[src/rtl/hilo_unit.sv]
// hilo_unit: iterative multiply/divide unit that owns HI and LO.
// One shift-add or shift-subtract step per clock; MTHI/MTLO are single cycle.
module hilo_unit #(
    parameter int LARGURA = 32
) (
    input  logic               clock,
    input  logic               reset,
    input  logic               start,
    input  logic [2:0]         operacao,
    input  logic [LARGURA-1:0] opA,
    input  logic [LARGURA-1:0] opB,
    input  logic               selHiLo,
    output logic [LARGURA-1:0] HiLoData,
    output logic               ocupado,
    output logic               pronto,
    output logic               erroDiv
);

    localparam int W  = LARGURA;
    localparam int CW = $clog2(LARGURA) + 1;
    localparam logic [CW-1:0] LAST = CW'(LARGURA - 1);

    localparam logic [2:0] OP_MULT  = 3'b001;
    localparam logic [2:0] OP_MULTU = 3'b010;
    localparam logic [2:0] OP_DIV   = 3'b011;
    localparam logic [2:0] OP_DIVU  = 3'b100;
    localparam logic [2:0] OP_MTHI  = 3'b101;
    localparam logic [2:0] OP_MTLO  = 3'b110;

    typedef enum logic [1:0] {
        IDLE,
        CALC,
        FIM
    } estadoT;

    estadoT estado;
    estadoT proxEstado;

    logic [W-1:0]  hiReg;
    logic [W-1:0]  loReg;
    logic [W-1:0]  accHi;
    logic [W-1:0]  accLo;
    logic [W-1:0]  magB;
    logic [CW-1:0] count;
    logic          opDiv;
    logic          negHi;
    logic          negLo;
    logic          zeroPend;
    logic          erroReg;
    logic          prontoReg;
    logic          prontoNext;

    logic isMul;
    logic isDiv;
    logic isSigned;
    logic isMthi;
    logic isMtlo;

    // Decode the requested operation class.
    always_comb begin
        isMul    = 1'b0;
        isDiv    = 1'b0;
        isSigned = 1'b0;
        isMthi   = 1'b0;
        isMtlo   = 1'b0;
        unique case (1'b1)
            (operacao == OP_MULT): begin
                isMul    = 1'b1;
                isSigned = 1'b1;
            end
            (operacao == OP_MULTU): isMul = 1'b1;
            (operacao == OP_DIV): begin
                isDiv    = 1'b1;
                isSigned = 1'b1;
            end
            (operacao == OP_DIVU): isDiv = 1'b1;
            (operacao == OP_MTHI): isMthi = 1'b1;
            (operacao == OP_MTLO): isMtlo = 1'b1;
            default: ;
        endcase
    end

    logic         idleStart;
    logic         accOp;
    logic         divZero;
    logic         negA;
    logic         negB;
    logic [W-1:0] absA;
    logic [W-1:0] absB;

    assign idleStart = (estado == IDLE) && start;
    assign accOp     = idleStart && (isMul || isDiv);
    assign divZero   = isDiv && (opB == '0);
    assign negA      = isSigned && opA[W-1];
    assign negB      = isSigned && opB[W-1];
    assign absA      = negA ? -opA : opA;
    assign absB      = negB ? -opB : opB;

    // accHi/accLo hold the running product (hi:lo) or remainder:quotient.
    logic [W:0]   mulSum;
    logic [W:0]   divShift;
    logic [W:0]   divDiff;
    logic         divFits;
    logic [W-1:0] stepHi;
    logic [W-1:0] stepLo;

    // One iteration step: shift-add for multiply, restoring divide otherwise.
    always_comb begin
        mulSum   = {1'b0, accHi} + (accLo[0] ? {1'b0, magB} : '0);
        divShift = {accHi, accLo[W-1]};
        divDiff  = divShift - {1'b0, magB};
        divFits  = ~divDiff[W];
        if (opDiv) begin
            stepHi = divFits ? divDiff[W-1:0] : divShift[W-1:0];
            stepLo = {accLo[W-2:0], divFits};
        end else begin
            stepHi = mulSum[W:1];
            stepLo = {mulSum[0], accLo[W-1:1]};
        end
    end

    logic [2*W-1:0] prodFix;
    logic [W-1:0]   quoFix;
    logic [W-1:0]   remFix;
    logic [W-1:0]   finHi;
    logic [W-1:0]   finLo;

    // Sign correction applied when the result is committed.
    always_comb begin
        prodFix = negLo ? -{accHi, accLo} : {accHi, accLo};
        quoFix  = negLo ? -accLo : accLo;
        remFix  = negHi ? -accHi : accHi;
        finHi   = opDiv ? remFix : prodFix[2*W-1:W];
        finLo   = opDiv ? quoFix : prodFix[W-1:0];
    end

    // FSM state register.
    always_ff @(posedge clock or posedge reset) begin
        if (reset) begin
            estado <= IDLE;
        end else begin
            estado <= proxEstado;
        end
    end

    // Next state; the done pulse is raised on leaving FIM.
    always_comb begin
        proxEstado = estado;
        prontoNext = 1'b0;
        unique case (estado)
            IDLE: begin
                if (accOp) begin
                    proxEstado = divZero ? FIM : CALC;
                end
            end
            CALC: begin
                if (count == LAST) begin
                    proxEstado = FIM;
                end
            end
            FIM: begin
                proxEstado = IDLE;
                prontoNext = 1'b1;
            end
            default: proxEstado = IDLE;
        endcase
    end

    // Datapath: operand capture, iteration and HI/LO commit.
    always_ff @(posedge clock or posedge reset) begin
        if (reset) begin
            hiReg     <= '0;
            loReg     <= '0;
            accHi     <= '0;
            accLo     <= '0;
            magB      <= '0;
            count     <= '0;
            opDiv     <= 1'b0;
            negHi     <= 1'b0;
            negLo     <= 1'b0;
            zeroPend  <= 1'b0;
            erroReg   <= 1'b0;
            prontoReg <= 1'b0;
        end else begin
            prontoReg <= prontoNext;
            unique case (estado)
                IDLE: begin
                    if (accOp) begin
                        accHi    <= '0;
                        accLo    <= absA;
                        magB     <= absB;
                        count    <= '0;
                        opDiv    <= isDiv;
                        zeroPend <= divZero;
                        negLo    <= negA ^ negB;
                        negHi    <= isDiv ? negA : (negA ^ negB);
                        if (!divZero) begin
                            erroReg <= 1'b0;
                        end
                    end else if (idleStart && isMthi) begin
                        hiReg <= opA;
                    end else if (idleStart && isMtlo) begin
                        loReg <= opA;
                    end
                end
                CALC: begin
                    accHi <= stepHi;
                    accLo <= stepLo;
                    count <= count + 1'b1;
                end
                FIM: begin
                    if (zeroPend) begin
                        erroReg <= 1'b1;
                    end else begin
                        hiReg <= finHi;
                        loReg <= finLo;
                    end
                end
                default: ;
            endcase
        end
    end

    assign ocupado  = (estado == CALC) || (estado == FIM);
    assign pronto   = prontoReg;
    assign erroDiv  = erroReg;
    assign HiLoData = selHiLo ? hiReg : loReg;

endmodule

[config.mk]
export PLATFORM = sky130hd
export DESIGN_NAME = hilo_unit
export DESIGN_NICKNAME = d
export VERILOG_FILES = /design/src/rtl/hilo_unit.sv
export SDC_FILE = /design/constraint.sdc
export NUM_CORES = 1
export LEC_CHECK = 0
export ABC_CLOCK_PERIOD_IN_PS = 5600
export CAP_MARGIN = 10
export CORE_ASPECT_RATIO = 1.75
export CORE_MARGIN = 2
export CORE_UTILIZATION = 55
export DETAILED_ROUTE_END_ITERATION = 8
export PLACE_DENSITY_LB_ADDON = 0.12
export SLEW_MARGIN = 15
export SYNTH_ARGS = -nofsm -noshare
export SYNTH_HDL_FRONTEND = slang
export SYNTH_SLANG_ARGS = --single-unit
[constraint.sdc]
create_clock -name clock -period 5.6 [get_ports clock]
set_clock_uncertainty 0.1 [all_clocks]
set_input_delay 1.12 -clock clock [delete_from_list [all_inputs] [get_ports clock]]
set_output_delay 1.12 -clock clock [all_outputs]
set_load 0.1 [all_outputs]
==> summary.md <==
| Metric | Value |
|---|---|
| Via-to-Cell Ratio | roughly 6.4 |
| Post-route non-filler standard cell count | 2216 |
| Max Cap Viol | 0 |
| CP max-delay cell | o221ai_1 |
| Wire length on met1 | about 17 mm |
| Sw Share | 54.72% |
| Most common cell after layout, fill and taps aside | o21ai_0 |
| Average wire per standard cell | between 20 and 25 µm |
| Largest net degree at the start of global routing | 129 |
| First-pass GRT wire length | 77.98 mm |
| R2R depth | 13 |
| Crit path DAT | around 4.6 ns |
| Placer Congestion | between 0.9 and 1 |
| Clock-pin slew on the worst setup and hold paths | 0.07 ns |
| Num Clock Sinks | 174 |
| Fmax | 229.0 MHz |
| Critical path depth | 13 |
| Pwr Total | around 11 mW |
| Combinational fraction of design power | 66.6% |
| DP Worst Slack | 1.220 ns |
| EDFF count, synth | 0 |
| Reg-to-reg slack, setup | about 1.2 ns |
| RSZ-0062 raised after global routing | no |
| Clock period minus worst slack | between 4 and 5 ns |
| CP bufs+invs | 1 |
| Crit-path max FO | 16 |
| Post-synthesis sequential area ratio | 29.57% |
| Initial antenna violation count | 2 |
| Post-Synthesis Cells | around 1800 |
| PostCTS Resize Cnt | 0 |
| Core Util, Final | about 62% |
| Post-Syn Area | 14720 µm² |
| Worst setup SP type | flip-flop |
| Metal3 WL | 2.412 mm |
| Worst-case clock buffer depth | 2 |
| Starting Density | 55.58% |
| Delay-heaviest family, CP | compound AO/OA/AOI/OAI gates |
| Syn Area/Cell | around 8 µm² |
| CP startpoint | accLo[0]$_DFFE_PP0P_ |
| PortBufs | 105 |
| Vias in the first global route | 14160 |
| Syn_nets | around 2000 |
| Yosys cell types | 79 |
| Main synth FF type | dfrtp_1 |
| Hold Buf Count CTS | 0 |
| Power Density | 671.0 nW/µm² |
| Critical Path, Cell by Cell | inv_1, nor2_1, ha_1, and4_1, a221oi_1, o21a_1, o221ai_1, o21ba_2, o211ai_1, a21oi_1, nor4_1, nor3_1, o311ai_0 |
| Placed Instances | between 2000 and 2500 |
| Placed cell areas | 15930 µm² |
| Int Power | 5.019 mW |
| Critical path capture point type | flip-flop |
| Critical path required time | 5.81 ns |
| Slew margin rel. | 26.74% |
| Row cnt | 79 |
| Setup WS post-layout | around 1.2 ns |
| Syn. warnings | 0 |
| Die X-Extent | 127.7 µm |
| Final ANT Viol Nets | 0 |
| Ports | 106 |
| Crit path largest cell delay | roughly 0.66 ns |
| Worst min-delay path category | reg2reg |
| Top sig layer | met4 |
| Sw power | about 6.1 mW |
| Routed WL | 50.28 mm |
| Final Max Slew Viols | 0 |
| Final Hold Vio Count | 0 |
| Iteration count of the initial detailed-routing pass | 6 |
| Worst-Skew Late Latency | 0.47 ns |
| Layout cell share with drive strength beyond 1 | under 10% |
| CTS tree | built |
| Seq cells post-synth | about 170 |
| RR Endpoint | accHi[30]$_DFFE_PP0P_ |
| Crit path kind | reg2reg |
| WHS | 0.3749 ns |
| Number of DRC markers in iteration 0 | 1042 |
| Final Cycle Share | a little under 80% |
| Most frequent cells in the layout | 239 x o21ai_0, 233 x nand2_1, 173 x dfrtp_1 |
| Sum Neg Setup Slack | 0 ns |
| Die area | roughly 28000 µm² |
| Fin nets | 2022 |
| Lkg Pwr | approximately 7.3 nW |
| Detail Route met2 WL | 25.36 mm |
| Cts bufs inserted | 17 |
| Area growth, synth to finish | 12.19% |
| Worst-Margin Slew | 1.095 ns |
| Core ar. | 26490 µm² |
| Congestion Overflow GR | 0 |
| Post-route cell area | 16520 µm² |
| Share of flip-flops with an asynchronous set or reset | 100.0% |
| DRC | 0 |
| Part of the power in registers | 22.5% |
| Setup crit end | accHi[30]$_DFFE_PP0P_ |
| Via Count | roughly 14000 |
| # setup viols final | 0 |
| Number of setup buffers added after CTS | 0 |
| DP Wirelength | roughly 38 mm |
| H-tree depth | 4 |
| Worst r2r src | accLo[0]$_DFFE_PP0P_ |
| Die Ht | 220.4 µm |
| All-Layer GR Usage | 36.51% |
| Status | complete, no violations |
| Clk pwr share | 10.9% |
| Clk root buf | clkbuf_16 |
| Max VDD drop | 0.3314 mV |
worst min-delay path by stage:
stage / end / from / cells past startpoint / slack (ns)
4_1_cts: loReg[13]$_DFFE_PP0P_ / loReg[13]$_DFFE_PP0P_ / 1 / 0.38
3_3_place_gp: loReg[10]$_DFFE_PP0P_ / loReg[10]$_DFFE_PP0P_ / 1 / 0.35
5_1_grt: loReg[29]$_DFFE_PP0P_ / loReg[29]$_DFFE_PP0P_ / 1 / 0.39
3_5_place_dp: loReg[13]$_DFFE_PP0P_ / loReg[13]$_DFFE_PP0P_ / 1 / 0.36
6_report: loReg[13]$_DFFE_PP0P_ / loReg[13]$_DFFE_PP0P_ / 1 / 0.37
2_1_floorplan: hiReg[29]$_DFFE_PP0P_ / hiReg[29]$_DFFE_PP0P_ / 1 / 0.34
power groups by stage:
| stage | combinational [mW] | sequential [mW] | clock [mW] |
|---|---|---|---|
| global placement | 7.15 | 2.47 | 0 |
| detailed placement | 7.24 | 2.50 | 0 |
| global route | 8.06 | 2.55 | 1.26 |
| CTS | 7.28 | 2.47 | 1.22 |
| finish | 7.38 | 2.49 | 1.21 |
| floorplan | 5.63 | 2.17 | 0 |
area by class of cell:
| type | instances | area [µm²] |
|---|---|---|
| Fill cell | 2448 | 9971 |
| Multi-Input combinational cell | 1486 | 9751 |
| Tap cell | 324 | 405.4 |
| Clock inverter | 14 | 141.4 |
| Clock buffer | 18 | 439.2 |
| Timing Repair Buffer | 128 | 1156 |
| Inverter | 70 | 266.5 |
| Antenna cell | 2 | 5.005 |
| Sequential cell | 174 | 4355 |
metal layers:
layer	up-vias	track usage (%)
met4	0	33.26
met2	514	64.17
met5	-	0
met1	6739	36.53
met3	231	6.069
li1	6691	-
flip-flops by register name, indices dropped and copies added, names as in the netlist:
register,flops
opDiv,1
zeroPend,1
hiReg,32
negLo,1
accHi,32
estado,2
pronto,1
negHi,1
accLo,32
magB,32
loReg,32
erroDiv,1
count,6
kinds of logic (layout without fill, tap and decap cells):
logic type | count (synthesis) | in the layout | synth area share (%)
AND/OR/NAND/NOR | 555 | 555 | 18.02
multiplexers | 91 | 91 | 6.467
XOR/XNOR | 163 | 163 | 9.696
flip-flops | 174 | 174 | 29.57
buffers and inverters | 174 | 230 | 4.487
adder cells (fa/ha/maj) | 74 | 74 | 6.390
AO/OA/AOI/OAI | 603 | 603 | 25.37
other | 0 | 2 | 0
cell usage after synthesis (7+ instances only):
master    number  share of area [%]
and2_1         7               0.30
buf_1         13               0.33
nor2b_1       27                1.1
or4_1         10               0.51
a21oi_1      109                3.7
a211oi_1      28                1.4
o21ai_1        9               0.31
or3_1         17               0.72
xnor2_1       87                5.2
nor2_1       117                3.0
mux2i_1       58                3.9
nor4_1         9               0.38
o41ai_1       12               0.71
o21ai_0      239                8.1
a22oi_1       18               0.92
and3_1         9               0.38
o211ai_1       9               0.46
dfrtp_1      174                 30
nor3_1        32                1.1
a21o_1        47                2.4
nand2b_1      16               0.68
or2_2         10               0.42
o22ai_1        8               0.34
nand3_1       24               0.82
nor3b_1        7               0.36
ha_1          72                6.1
o31ai_1       21                1.1
clkbuf_1      87                2.2
nand2_1      233                5.9
a31oi_1       13               0.55
inv_1         68                1.7
mux2_2        33                2.5
o21a_1        21                1.1
xor2_1        76                4.5
nand4_1        9               0.38
(Power assumes the default switching activity.)
